--- config.mk ---
export PLATFORM = sky130hd
export DESIGN_NAME = pellet_tracker
export DESIGN_NICKNAME = d
export VERILOG_FILES = /design/src/rtl/pellet_tracker_pkg.sv /design/src/rtl/pellet_tracker_rect.sv /design/src/rtl/pellet_tracker.sv
export SDC_FILE = /design/constraint.sdc
export NUM_CORES = 1
export LEC_CHECK = 0
export CORE_MARGIN = 2
export CORE_UTILIZATION = 55
export CTS_BUF_LIST = sky130_fd_sc_hd__clkbuf_8 sky130_fd_sc_hd__clkbuf_16
export DETAILED_ROUTE_END_ITERATION = 10
export GPL_TIMING_DRIVEN = 0
export PLACE_DENSITY = 0.91
export SLEW_MARGIN = 10
export SYNTH_ARGS = -nofsm -noshare
export SYNTH_HDL_FRONTEND = slang
export SYNTH_SLANG_ARGS = --single-unit
--- constraint.sdc ---
create_clock -name clk -period 13.8 [get_ports clk]
set_input_delay 2.76 -clock clk [delete_from_list [all_inputs] [get_ports clk]]
set_output_delay 2.76 -clock clk [all_outputs]
set_load 0.01 [all_outputs]
--- src/rtl/pellet_tracker_pkg.sv ---
// Shared maze-game definitions: geometry, tracker FSM states and the
// default pellet layout used by the game top.
package pellet_tracker_pkg;

    localparam int unsigned SCREEN_W      = 640;
    localparam int unsigned SCREEN_H      = 480;
    localparam int unsigned SPRITE_EDGE   = 20;
    localparam int unsigned PELLET_EDGE   = 15;
    localparam int unsigned DEF_COORD_W   = 10;
    localparam int unsigned DEF_N_PELLETS = 8;

    typedef enum logic [2:0] {
        IDLE,
        SAMPLE,
        SCAN,
        CHECK,
        WON
    } tracker_state_t;

    // Columns 147/478, rows 50/141/304/395; pellet 0 sits in the low slice.
    localparam logic [DEF_N_PELLETS*DEF_COORD_W-1:0] DEF_PELLET_X = {
        10'd478, 10'd478, 10'd478, 10'd478,
        10'd147, 10'd147, 10'd147, 10'd147
    };
    localparam logic [DEF_N_PELLETS*DEF_COORD_W-1:0] DEF_PELLET_Y = {
        10'd395, 10'd304, 10'd141, 10'd50,
        10'd395, 10'd304, 10'd141, 10'd50
    };

endpackage

--- src/rtl/pellet_tracker_rect.sv ---
// Box-in-box comparator, widened by one bit so edges near the top of the
// coordinate range cannot wrap. STRICT selects open bounds (render test).
module rect_contains #(
    parameter int unsigned W        = 10,
    parameter int unsigned OUTER_SZ = 20,
    parameter int unsigned INNER_SZ = 15,
    parameter bit          STRICT   = 1'b0
) (
    input  logic [W-1:0] outer_x_i,
    input  logic [W-1:0] outer_y_i,
    input  logic [W-1:0] inner_x_i,
    input  logic [W-1:0] inner_y_i,
    output logic         hit_o
);

    logic [W:0] ox_lo, oy_lo, ox_hi, oy_hi;
    logic [W:0] ix_lo, iy_lo, ix_hi, iy_hi;

    always_comb begin
        ox_lo = {1'b0, outer_x_i};
        oy_lo = {1'b0, outer_y_i};
        ix_lo = {1'b0, inner_x_i};
        iy_lo = {1'b0, inner_y_i};
        ox_hi = ox_lo + (W+1)'(OUTER_SZ);
        oy_hi = oy_lo + (W+1)'(OUTER_SZ);
        ix_hi = ix_lo + (W+1)'(INNER_SZ);
        iy_hi = iy_lo + (W+1)'(INNER_SZ);
        if (STRICT) begin
            hit_o = (ox_lo < ix_lo) && (ox_hi > ix_hi) &&
                    (oy_lo < iy_lo) && (oy_hi > iy_hi);
        end else begin
            hit_o = (ox_lo <= ix_lo) && (ox_hi >= ix_hi) &&
                    (oy_lo <= iy_lo) && (oy_hi >= iy_hi);
        end
    end

endmodule

--- src/rtl/pellet_tracker.sv ---
// Pellet tracker: sweeps one pellet per cycle against a Pac-Man snapshot,
// keeps eaten bitmap / score / all-eaten, and answers a render query.
module pellet_tracker
    import pellet_tracker_pkg::*;
#(
    parameter int unsigned N_PELLETS      = DEF_N_PELLETS,
    parameter int unsigned IDX_W          = 5,
    parameter int unsigned COORD_W        = DEF_COORD_W,
    parameter int unsigned SPRITE_SZ      = SPRITE_EDGE,
    parameter int unsigned PELLET_SZ      = PELLET_EDGE,
    parameter int unsigned SCORE_W        = 8,
    parameter int unsigned PTS_PER_PELLET = 10
) (
    input  logic                           clk,
    input  logic                           rst,
    input  logic                           new_game,
    input  logic                           enable,
    input  logic [N_PELLETS*COORD_W-1:0]   pellet_x,
    input  logic [N_PELLETS*COORD_W-1:0]   pellet_y,
    input  logic [COORD_W-1:0]             pac_x,
    input  logic [COORD_W-1:0]             pac_y,
    input  logic [COORD_W-1:0]             pix_x,
    input  logic [COORD_W-1:0]             pix_y,
    output logic                           pix_hit,
    output logic [IDX_W-1:0]               pix_idx,
    output logic [N_PELLETS-1:0]           eaten,
    output logic [SCORE_W-1:0]             score,
    output logic                           eat_pulse,
    output logic                           all_eaten
);

    localparam logic [IDX_W-1:0] LAST_IDX  = IDX_W'(N_PELLETS - 1);
    localparam logic [31:0]      SCORE_MAX = 32'((64'd1 << SCORE_W) - 64'd1);

    tracker_state_t state_q, state_d;

    logic [IDX_W-1:0]     idx_q, idx_d;
    logic [COORD_W-1:0]   snap_x_q, snap_x_d, snap_y_q, snap_y_d;
    logic [N_PELLETS-1:0] eaten_q, eaten_d;
    logic [SCORE_W-1:0]   score_q, score_d;
    logic                 eat_pulse_q, eat_pulse_d;
    logic                 all_eaten_q, all_eaten_d;
    logic                 pix_hit_q, pix_hit_d;
    logic [IDX_W-1:0]     pix_idx_q, pix_idx_d;

    logic                 snap_load, idx_clr, scan_en, set_all;
    logic [COORD_W-1:0]   sel_x, sel_y;
    logic                 sel_eaten, sel_hit;
    logic [N_PELLETS-1:0] pix_in;
    logic [31:0]          score_sum;

    always_ff @(posedge clk or posedge rst) begin
        if (rst) state_q <= IDLE;
        else     state_q <= state_d;
    end

    always_comb begin
        state_d = state_q;
        case (state_q)
            IDLE:    if (enable) state_d = SAMPLE;
            SAMPLE:  state_d = SCAN;
            SCAN:    if (idx_q == LAST_IDX) state_d = CHECK;
            CHECK: begin
                if (&eaten_q)    state_d = WON;
                else if (enable) state_d = SAMPLE;
                else             state_d = IDLE;
            end
            WON:     state_d = WON;
            default: state_d = IDLE;
        endcase
        if (new_game) state_d = IDLE;
    end

    always_comb begin
        snap_load = 1'b0;
        idx_clr   = 1'b0;
        scan_en   = 1'b0;
        set_all   = 1'b0;
        case (state_q)
            SAMPLE: begin
                snap_load = 1'b1;
                idx_clr   = 1'b1;
            end
            SCAN:    scan_en = 1'b1;
            CHECK:   set_all = &eaten_q;
            default: ;
        endcase
    end

    always_comb begin
        sel_x     = '0;
        sel_y     = '0;
        sel_eaten = 1'b0;
        for (int unsigned i = 0; i < N_PELLETS; i++) begin
            if (idx_q == IDX_W'(i)) begin
                sel_x     = pellet_x[i*COORD_W +: COORD_W];
                sel_y     = pellet_y[i*COORD_W +: COORD_W];
                sel_eaten = eaten_q[i];
            end
        end
    end

    rect_contains #(
        .W        (COORD_W),
        .OUTER_SZ (SPRITE_SZ),
        .INNER_SZ (PELLET_SZ),
        .STRICT   (1'b0)
    ) u_sweep (
        .outer_x_i (snap_x_q),
        .outer_y_i (snap_y_q),
        .inner_x_i (sel_x),
        .inner_y_i (sel_y),
        .hit_o     (sel_hit)
    );

    // new_game is applied last so it overrides any hit in the same cycle.
    always_comb begin
        snap_x_d    = snap_x_q;
        snap_y_d    = snap_y_q;
        idx_d       = idx_q;
        eaten_d     = eaten_q;
        score_d     = score_q;
        eat_pulse_d = 1'b0;
        all_eaten_d = all_eaten_q;
        score_sum   = 32'(score_q) + 32'(PTS_PER_PELLET);

        if (snap_load) begin
            snap_x_d = pac_x;
            snap_y_d = pac_y;
        end
        if (idx_clr)      idx_d = '0;
        else if (scan_en) idx_d = (idx_q == LAST_IDX) ? '0 : idx_q + IDX_W'(1);

        if (scan_en && sel_hit && !sel_eaten) begin
            eaten_d     = eaten_q | (N_PELLETS'(1) << idx_q);
            score_d     = (score_sum > SCORE_MAX) ? SCORE_W'(SCORE_MAX)
                                                  : score_sum[SCORE_W-1:0];
            eat_pulse_d = 1'b1;
        end
        if (set_all) all_eaten_d = 1'b1;

        if (new_game) begin
            idx_d       = '0;
            eaten_d     = '0;
            score_d     = '0;
            eat_pulse_d = 1'b0;
            all_eaten_d = 1'b0;
        end
    end

    for (genvar g = 0; g < N_PELLETS; g++) begin : g_render
        rect_contains #(
            .W        (COORD_W),
            .OUTER_SZ (PELLET_SZ),
            .INNER_SZ (0),
            .STRICT   (1'b1)
        ) u_pix (
            .outer_x_i (pellet_x[g*COORD_W +: COORD_W]),
            .outer_y_i (pellet_y[g*COORD_W +: COORD_W]),
            .inner_x_i (pix_x),
            .inner_y_i (pix_y),
            .hit_o     (pix_in[g])
        );
    end

    // Descending scan so the lowest matching index is the one left standing.
    always_comb begin
        pix_hit_d = 1'b0;
        pix_idx_d = '0;
        for (int unsigned i = N_PELLETS; i > 0; i--) begin
            if (pix_in[i-1] && !eaten_q[i-1]) begin
                pix_hit_d = 1'b1;
                pix_idx_d = IDX_W'(i - 1);
            end
        end
    end

    always_ff @(posedge clk or posedge rst) begin
        if (rst) begin
            idx_q       <= '0;
            snap_x_q    <= '0;
            snap_y_q    <= '0;
            eaten_q     <= '0;
            score_q     <= '0;
            eat_pulse_q <= 1'b0;
            all_eaten_q <= 1'b0;
            pix_hit_q   <= 1'b0;
            pix_idx_q   <= '0;
        end else begin
            idx_q       <= idx_d;
            snap_x_q    <= snap_x_d;
            snap_y_q    <= snap_y_d;
            eaten_q     <= eaten_d;
            score_q     <= score_d;
            eat_pulse_q <= eat_pulse_d;
            all_eaten_q <= all_eaten_d;
            pix_hit_q   <= pix_hit_d;
            pix_idx_q   <= pix_idx_d;
        end
    end

    assign eaten     = eaten_q;
    assign score     = score_q;
    assign eat_pulse = eat_pulse_q;
    assign all_eaten = all_eaten_q;
    assign pix_hit   = pix_hit_q;
    assign pix_idx   = pix_idx_q;

endmodule

==> flow_summary.toml, run 1 <==
[outcome]
status = "completed"

[final_layout]
layout-area-overhead-vs-synth_pct = 19.6
post_route_cells_drive_above_1_share = 0.0382
final_nets = 2635
filler_cell_count = 2119
mostFrequentLayoutCell = "ha_1"
most-common-layout-cells = "388 x ha_1, 225 x clkdlybuf4s50_1, 149 x nand2_1, 106 x nor2_1, 100 x a21oi_1"

[floorplanning]
die_area_mm2 = 0.0279
number_of_rows_created_at_floorplan = 59
initial_utilization = 0.561
die-height_um = 167
fp.coreArea_mm2 = 0.0261
die_extent_in_x_um = 167
top_level_ports = 228

[flow_run]
timing.max_cap.violations = 0

[pwr]
power.combinational.fraction = 0.681
net-switching-power_w = 0.000504
power.sequential.fraction = 0.181
leakage_nw = 7.95
powerDensity_mw_per_mm2 = 62.4
clkPwrFrac = 0.138
p_int_w = 0.000587
sw_frac_of_total = 0.462
ir_drop_uv = 85.1

[logic_synthesis]
yosys_register_bits = 50
synth-edff-count = 0
cell_area_synth_mm2 = 0.0146
yosysSeqAreaShare = 0.0855
cell_variety_after_synth = 89
avgSynthCellArea_um2 = 8.09
synth_warnings = 0
synth_flop_cell = "dfrtp_1"
netlist_instances = 1809
synth_async_sr_flop_share = 1.00

[route]
aggregate_routed_wire_length_mm = 53.1
routed_wire_length_per_instance_um = 22.3
route.antenna.remaining_nets = 0
route.detailed.vias_per_inst = 6.80
vias = 16200
drc_errors = 0
firstDrtPassIters = 8
drtIter0Drc = 1889

[clock_network]
cts.repair.resized = 0
holdBufCountCts = 0
worst_setup_hold_path_clk_slew_ns = 0.07
tritoncts.num_buffers = 5
post_cts_buffers = 0
clock_tree.buffer_depth = 2
ctsRootBufferMaster = "clkbuf_16"
clock_latency_ns = 0.32
cts.sinks = 50
clock_tree_from_tritoncts = "done"
htreeDepth = 2

[sta]
drv_slew = 0
finalClockSkew_ns = 0.0153
timing.hold.ws_ns = 0.559
final.period_utilization = 0.552
timing.final.hold_violations = 0
setup_tns_ns = 0
worst_slew_pin_slew_ns = 0.951
finalCriticalPeriod_ns = 7.62
setup_violations = 0
max_freq_mhz = 131
rsz0062_at_grt = "no"
slew_headroom = 0.365

[global_routing]
groute.usage.overall = 0.364
global_route_wire_length_before_repair_mm = 82.2
grt_max_degree = 41
initial_antenna_violation_count = 1
grt_pass1_vias = 16100
grt.overflow.total = 0

[critical_path]
worst-endpoint-arrival_ns = 7.86
cp-start-kind = "primary input"
critPathRequiredTime_ns = 14.04
r2r_cells = 24
worstSetupEndpointType = "register"
crit_path_max_fanout = 10
timing_worst_setup_path_type = "primary input to register"

[hold_path]
timing.hold.worst_path_depth = 2
worstHoldPathType = "register to register"

[placed_design]
gp_congestion = 1.05
place_hpwl_mm = 42.0
place.port_buffers = 225
-- cell families (layout without fill, tap and decap cells) --
| group | after synthesis | in the layout | share of synthesized area |
|---|---|---|---|
| mux | 17 | 17 | 0.0130 |
| xor+xnor | 144 | 144 | 0.0862 |
| fa+ha+maj | 388 | 388 | 0.332 |
| simple gates | 595 | 595 | 0.218 |
| buf+inv | 142 | 376 | 0.0417 |
| compound gates | 472 | 472 | 0.224 |
| other cells | 1 | 3 | 0.000256 |
| flops | 50 | 50 | 0.0855 |
-- registers in the layout, summed over array words and instances, names as in the netlist --
signal and count:
eaten 8, eat_pulse 1, idx_q 5, snap_y_q 10
state_q 3, pix_hit 1, snap_x_q 10, all_eaten 1
score 8, pix_idx 3
-- cell usage after synthesis (21+ instances only) --
| cell type | number | area share |
|---|---|---|
| a211oi_1 | 23 | 0.012 |
| a21o_1 | 21 | 0.011 |
| a21oi_1 | 100 | 0.034 |
| a221oi_1 | 25 | 0.015 |
| and3_1 | 47 | 0.020 |
| dfrtp_1 | 50 | 0.086 |
| ha_1 | 388 | 0.33 |
| inv_1 | 99 | 0.025 |
| nand2_1 | 149 | 0.038 |
| nand3_1 | 57 | 0.020 |
| nand4_1 | 46 | 0.020 |
| nor2_1 | 106 | 0.027 |
| nor2b_1 | 31 | 0.013 |
| nor3_1 | 44 | 0.015 |
| o211ai_1 | 26 | 0.013 |
| o21ai_0 | 92 | 0.031 |
| o31ai_1 | 25 | 0.013 |
| xnor2_1 | 82 | 0.049 |
| xor2_1 | 62 | 0.037 |
-- worst max-delay path, stage by stage --
cell and delay, ns:
clkdlybuf4s50_1 0.59, a221oi_1 0.15, o31ai_1 0.45, a211o_1 0.19, o21ai_0 0.23, ha_1 0.33
nand2_1 0.13, nand2_1 0.10, or3_1 0.36, ha_1 0.29, o21a_1 0.13, o22ai_1 0.08
or3_1 0.31, a2111oi_0 0.57, o31a_1 0.29, and4_1 0.32, buf_2 0.30, a31oi_1 0.13
nor2_1 0.14
-- final timing paths --
check	from	endpoint	slack [ns]
setup reg to reg	idx_q[0]$_DFFE_PP0P_	eaten[6]$_DFFE_PP0P_	7.37
min in group asynchronous	rst	score[1]$_DFFE_PP0P_	2.68
hold reg to reg	all_eaten$_DFFE_PP0P_	all_eaten$_DFFE_PP0P_	0.56
hold / removal	all_eaten$_DFFE_PP0P_	all_eaten$_DFFE_PP0P_	0.56
max in group asynchronous	rst	pix_idx[1]$_DFF_PP0_	10.62
setup / recovery	pellet_y[0]	eaten[6]$_DFFE_PP0P_	6.18
-- stage by stage --
| stage | util | cells | worst slack [ns] | total power (W) | cell area, um2 |
|---|---|---|---|---|---|
| after CTS | 0.671 | 2379 | 6.36 | 0.00107 | 17500 |
| after global placement | 0.664 | 2370 | 6.11 | 0.000884 | 17300 |
| final | 0.671 | 2380 | 6.18 | 0.00109 | 17500 |
| after floorplan | - | 1810 | 7.71 | 0.000659 | 14600 |
| after detailed placement | 0.665 | 2371 | 6.06 | 0.000919 | 17300 |
| after global routing | 0.671 | 2379 | 5.93 | 0.00118 | 17500 |
-- routing by layer --
metal	vias up	GRT usage	wire length [um]
met5	-	0	0
met4	0	0.224	3200
met3	260	0.0735	5650
met2	1019	0.594	23800
met1	7539	0.442	20400
li1	7374	-	-
-- area by class of cell --
type                    instances  area (um2)  share of cell area
diodes                          1        2.50            0.000143
plain buffers                  43         239              0.0137
clock buffers                   5         125             0.00715
clock inverters                 3        41.3             0.00236
inverters                      99         372              0.0212
multi-input cells            1618       12800               0.730
flip-flops and latches         50        1250              0.0715
well taps                     335         419              0.0240
repair buffers                226        2270               0.130
-- power by group through the flow --
stage          Sequential, W  Clock [W]  Combinational [W]
3_5_place_dp        0.000199          0           0.000720
3_3_place_gp        0.000198          0           0.000686
5_1_grt             0.000201   0.000155           0.000821
4_1_cts             0.000197   0.000151           0.000725
2_1_floorplan       0.000191          0           0.000467
6_report            0.000198   0.000150           0.000743
No activity file was read; power rests on OpenSTA's default activity.
==> inputs of run 2 (changes only) <==
CORE_UTILIZATION = 52   (was 55)
clock period = 6.3 ns   (was 13.8 ns; I/O delays follow)
==> run 2 against run 1 <==
Compared with the run above:
- register-to-register slack worse by 7.2 ns
- largest power group unchanged
- global-route usage down 1.4 points
- critical path type is now register to register
- power up 110%
- worst hold slack worse by 0.029 ns
- combinational power up 120%
- count of clock-buffer cells in the layout unchanged
- via count down 1.3%
- flip-flop and latch count unchanged
- cell count up 1.8%
- highest routed layer unchanged
- first-iteration DRC count down 17%
- largest cell class unchanged
==> flow_summary.toml, run 2 (same netlist as run 1, synthesis figures left out) <==
[critical_path]
critical_path_depth = 22
timing_worst_setup_path_type = "register to register"
r2r_slack_ns = 0.12
worstSetupStartpoint = "idx_q[1]$_DFFE_PP0P_"
worstSetupEndpointType = "register"
cp-start-kind = "register"
crit_path_max_fanout = 10
worst-endpoint-arrival_ns = 6.40
critical_path.n_buffers_inverters = 5
r2r_cells = 22
crit_family = "compound AO/OA/AOI/OAI gates"
worstPathCellList = "inv_1 > ha_1 > buf_2 > buf_1 > o21ai_0 > a221oi_1 > nor3_1 > a21oi_1 > ha_1 > nand2_1 > and2_1 > xor2_1 > ha_1 > inv_1 > o21ai_0 > a31oi_1 > a2111oi_1 > o31a_1 > and4_1 > buf_2 > a21oi_1 > nor3_1"
timing.rr.end = "score[3]$_DFFE_PP0P_"
highest_delay_cell_along_the_critical_path = "buf_1"
critPathRequiredTime_ns = 6.52
critical_path.endpoint = "score[3]$_DFFE_PP0P_"
cp_slowest_stage_delay_ns = 0.55
cpMostUsedCell = "ha_1"
r2r_start = "idx_q[1]$_DFFE_PP0P_"

[clock_network]
cts.repair.resized = 0
clock_tree.buffer_depth = 2
clock_latency_ns = 0.31
ctsRootBufferMaster = "clkbuf_16"
htreeDepth = 2
cts.sinks = 50
post_cts_buffers = 0
worst_setup_hold_path_clk_slew_ns = 0.08
tritoncts.num_buffers = 5
holdBufCountCts = 0
clock_tree_from_tritoncts = "done"

[placed_design]
place.port_buffers = 225
dpl_cell_area_mm2 = 0.0174
place_hpwl_mm = 42.5
gp_congestion = 0.983

[sta]
setup_tns_ns = 0
timing.final.hold_violations = 0
finalCriticalPeriod_ns = 6.18
max_freq_mhz = 162
finalClockSkew_ns = 0.0157
worst_slew_pin_slew_ns = 0.949
setup_violations = 0
final.period_utilization = 0.980
slew_headroom = 0.367
rsz0062_at_grt = "no"
drv_slew = 0

[final_layout]
multi_input_comb_area_mm2 = 0.0128
filler_cell_count = 2360
antenna_cells_inserted = 0
top_regs = "snap_x_q x10, snap_y_q x10"
seq_area_mm2 = 0.00125
post_route_cells_drive_above_1_share = 0.0401
layout-area-overhead-vs-synth_pct = 19.9
most-common-layout-cells = "388 x ha_1, 225 x clkdlybuf4s50_1, 149 x nand2_1, 106 x nor2_1, 100 x a21oi_1"
final_nets = 2635
mostFrequentLayoutCell = "ha_1"
final_design_area_no_fill_mm2 = 0.0175

[route]
drc_errors = 0
firstDrtPassIters = 5
aggregate_routed_wire_length_mm = 53.0
drtIter0Drc = 1564
route.antenna.remaining_nets = 0
route.detailed.vias_per_inst = 6.60
routed_wire_length_per_instance_um = 21.9
vias = 16000

[flow_run]
timing.max_cap.violations = 0

[pwr]
leakage_nw = 7.95
powerDensity_mw_per_mm2 = 134
ir_drop_uv = 194

[outcome]
status = "completed"

[floorplanning]
top_level_ports = 228
fp.coreArea_mm2 = 0.0277
die-height_um = 172
die_area_mm2 = 0.0295
number_of_rows_created_at_floorplan = 61
initial_utilization = 0.528
die_extent_in_x_um = 172

[global_routing]
groute.usage.overall = 0.350
grt.overflow.total = 0
initial_antenna_violation_count = 0
grt_pass1_vias = 15700
global_route_wire_length_before_repair_mm = 80.7
grt_max_degree = 40

[hold_path]
worstHoldPathType = "register to register"
## run 2: metrics by stage
step | utilization | setup WS [ns] | total power, W | cells | hold WS, ns
final | 0.633 | 0.125 | 0.00234 | 2422 | 0.529
after CTS | 0.632 | 0.140 | 0.00231 | 2422 | 0.531
after global routing | 0.633 | 0.0217 | 0.00254 | 2422 | 0.571
after global placement | 0.627 | 0.100 | 0.00194 | 2413 | 0.510
after detailed placement | 0.627 | 0.0241 | 0.00202 | 2414 | 0.512
after floorplan | - | 1.67 | 0.00144 | 1810 | 0.517
## run 2: how the worst min path moves through the flow
stage | cells after the start | startpoint | slack (ns) | to
global route | 2 | all_eaten$_DFFE_PP0P_ | 0.57 | all_eaten$_DFFE_PP0P_
global placement | 2 | all_eaten$_DFFE_PP0P_ | 0.51 | all_eaten$_DFFE_PP0P_
detailed placement | 2 | all_eaten$_DFFE_PP0P_ | 0.51 | all_eaten$_DFFE_PP0P_
floorplan | 1 | snap_y_q[1]$_DFFE_PP0P_ | 0.52 | snap_y_q[1]$_DFFE_PP0P_
finish | 2 | all_eaten$_DFFE_PP0P_ | 0.53 | all_eaten$_DFFE_PP0P_
CTS | 2 | all_eaten$_DFFE_PP0P_ | 0.53 | all_eaten$_DFFE_PP0P_
## run 2: worst reg2reg max path, cell delays in order, from the launching register on
cell and delay (ns):
dfrtp_1 0.51, inv_1 0.18, ha_1 0.33, buf_2 0.31
buf_1 0.56, o21ai_0 0.29, a221oi_1 0.43, nor3_1 0.17
a21oi_1 0.21, ha_1 0.26, nand2_1 0.10, and2_1 0.17
xor2_1 0.15, ha_1 0.31, inv_1 0.04, o21ai_0 0.36
a31oi_1 0.08, a2111oi_1 0.44, o31a_1 0.28, and4_1 0.31
buf_2 0.31, a21oi_1 0.12, nor3_1 0.17
## run 2: layer usage
metal / global-route usage / share of wire
met1: 0.425 / 0.39
met2: 0.594 / 0.46
met3: 0.0541 / 0.095
met4: 0.191 / 0.057
met5: 0 / 0
## run 2: where the power goes
group | total (W) | internal (W) | switching [W] | leakage, nW
clock network | 0.000283 | 0.000146 | 0.000136 | 0.0750
registers | 0.000433 | 0.000369 | 0.0000647 | 0.652
logic | 0.00163 | 0.000730 | 0.000896 | 7.22
## run 2: area by class of cell
class,count,area share
Buffer,43,0.0138
Clock buffer,5,0.00714
Sequential cell,50,0.0714
Clock inverter,3,0.000999
Multi-Input combinational cell,1618,0.729
Tap cell,378,0.0270
Inverter,99,0.0212
Timing Repair Buffer,226,0.130
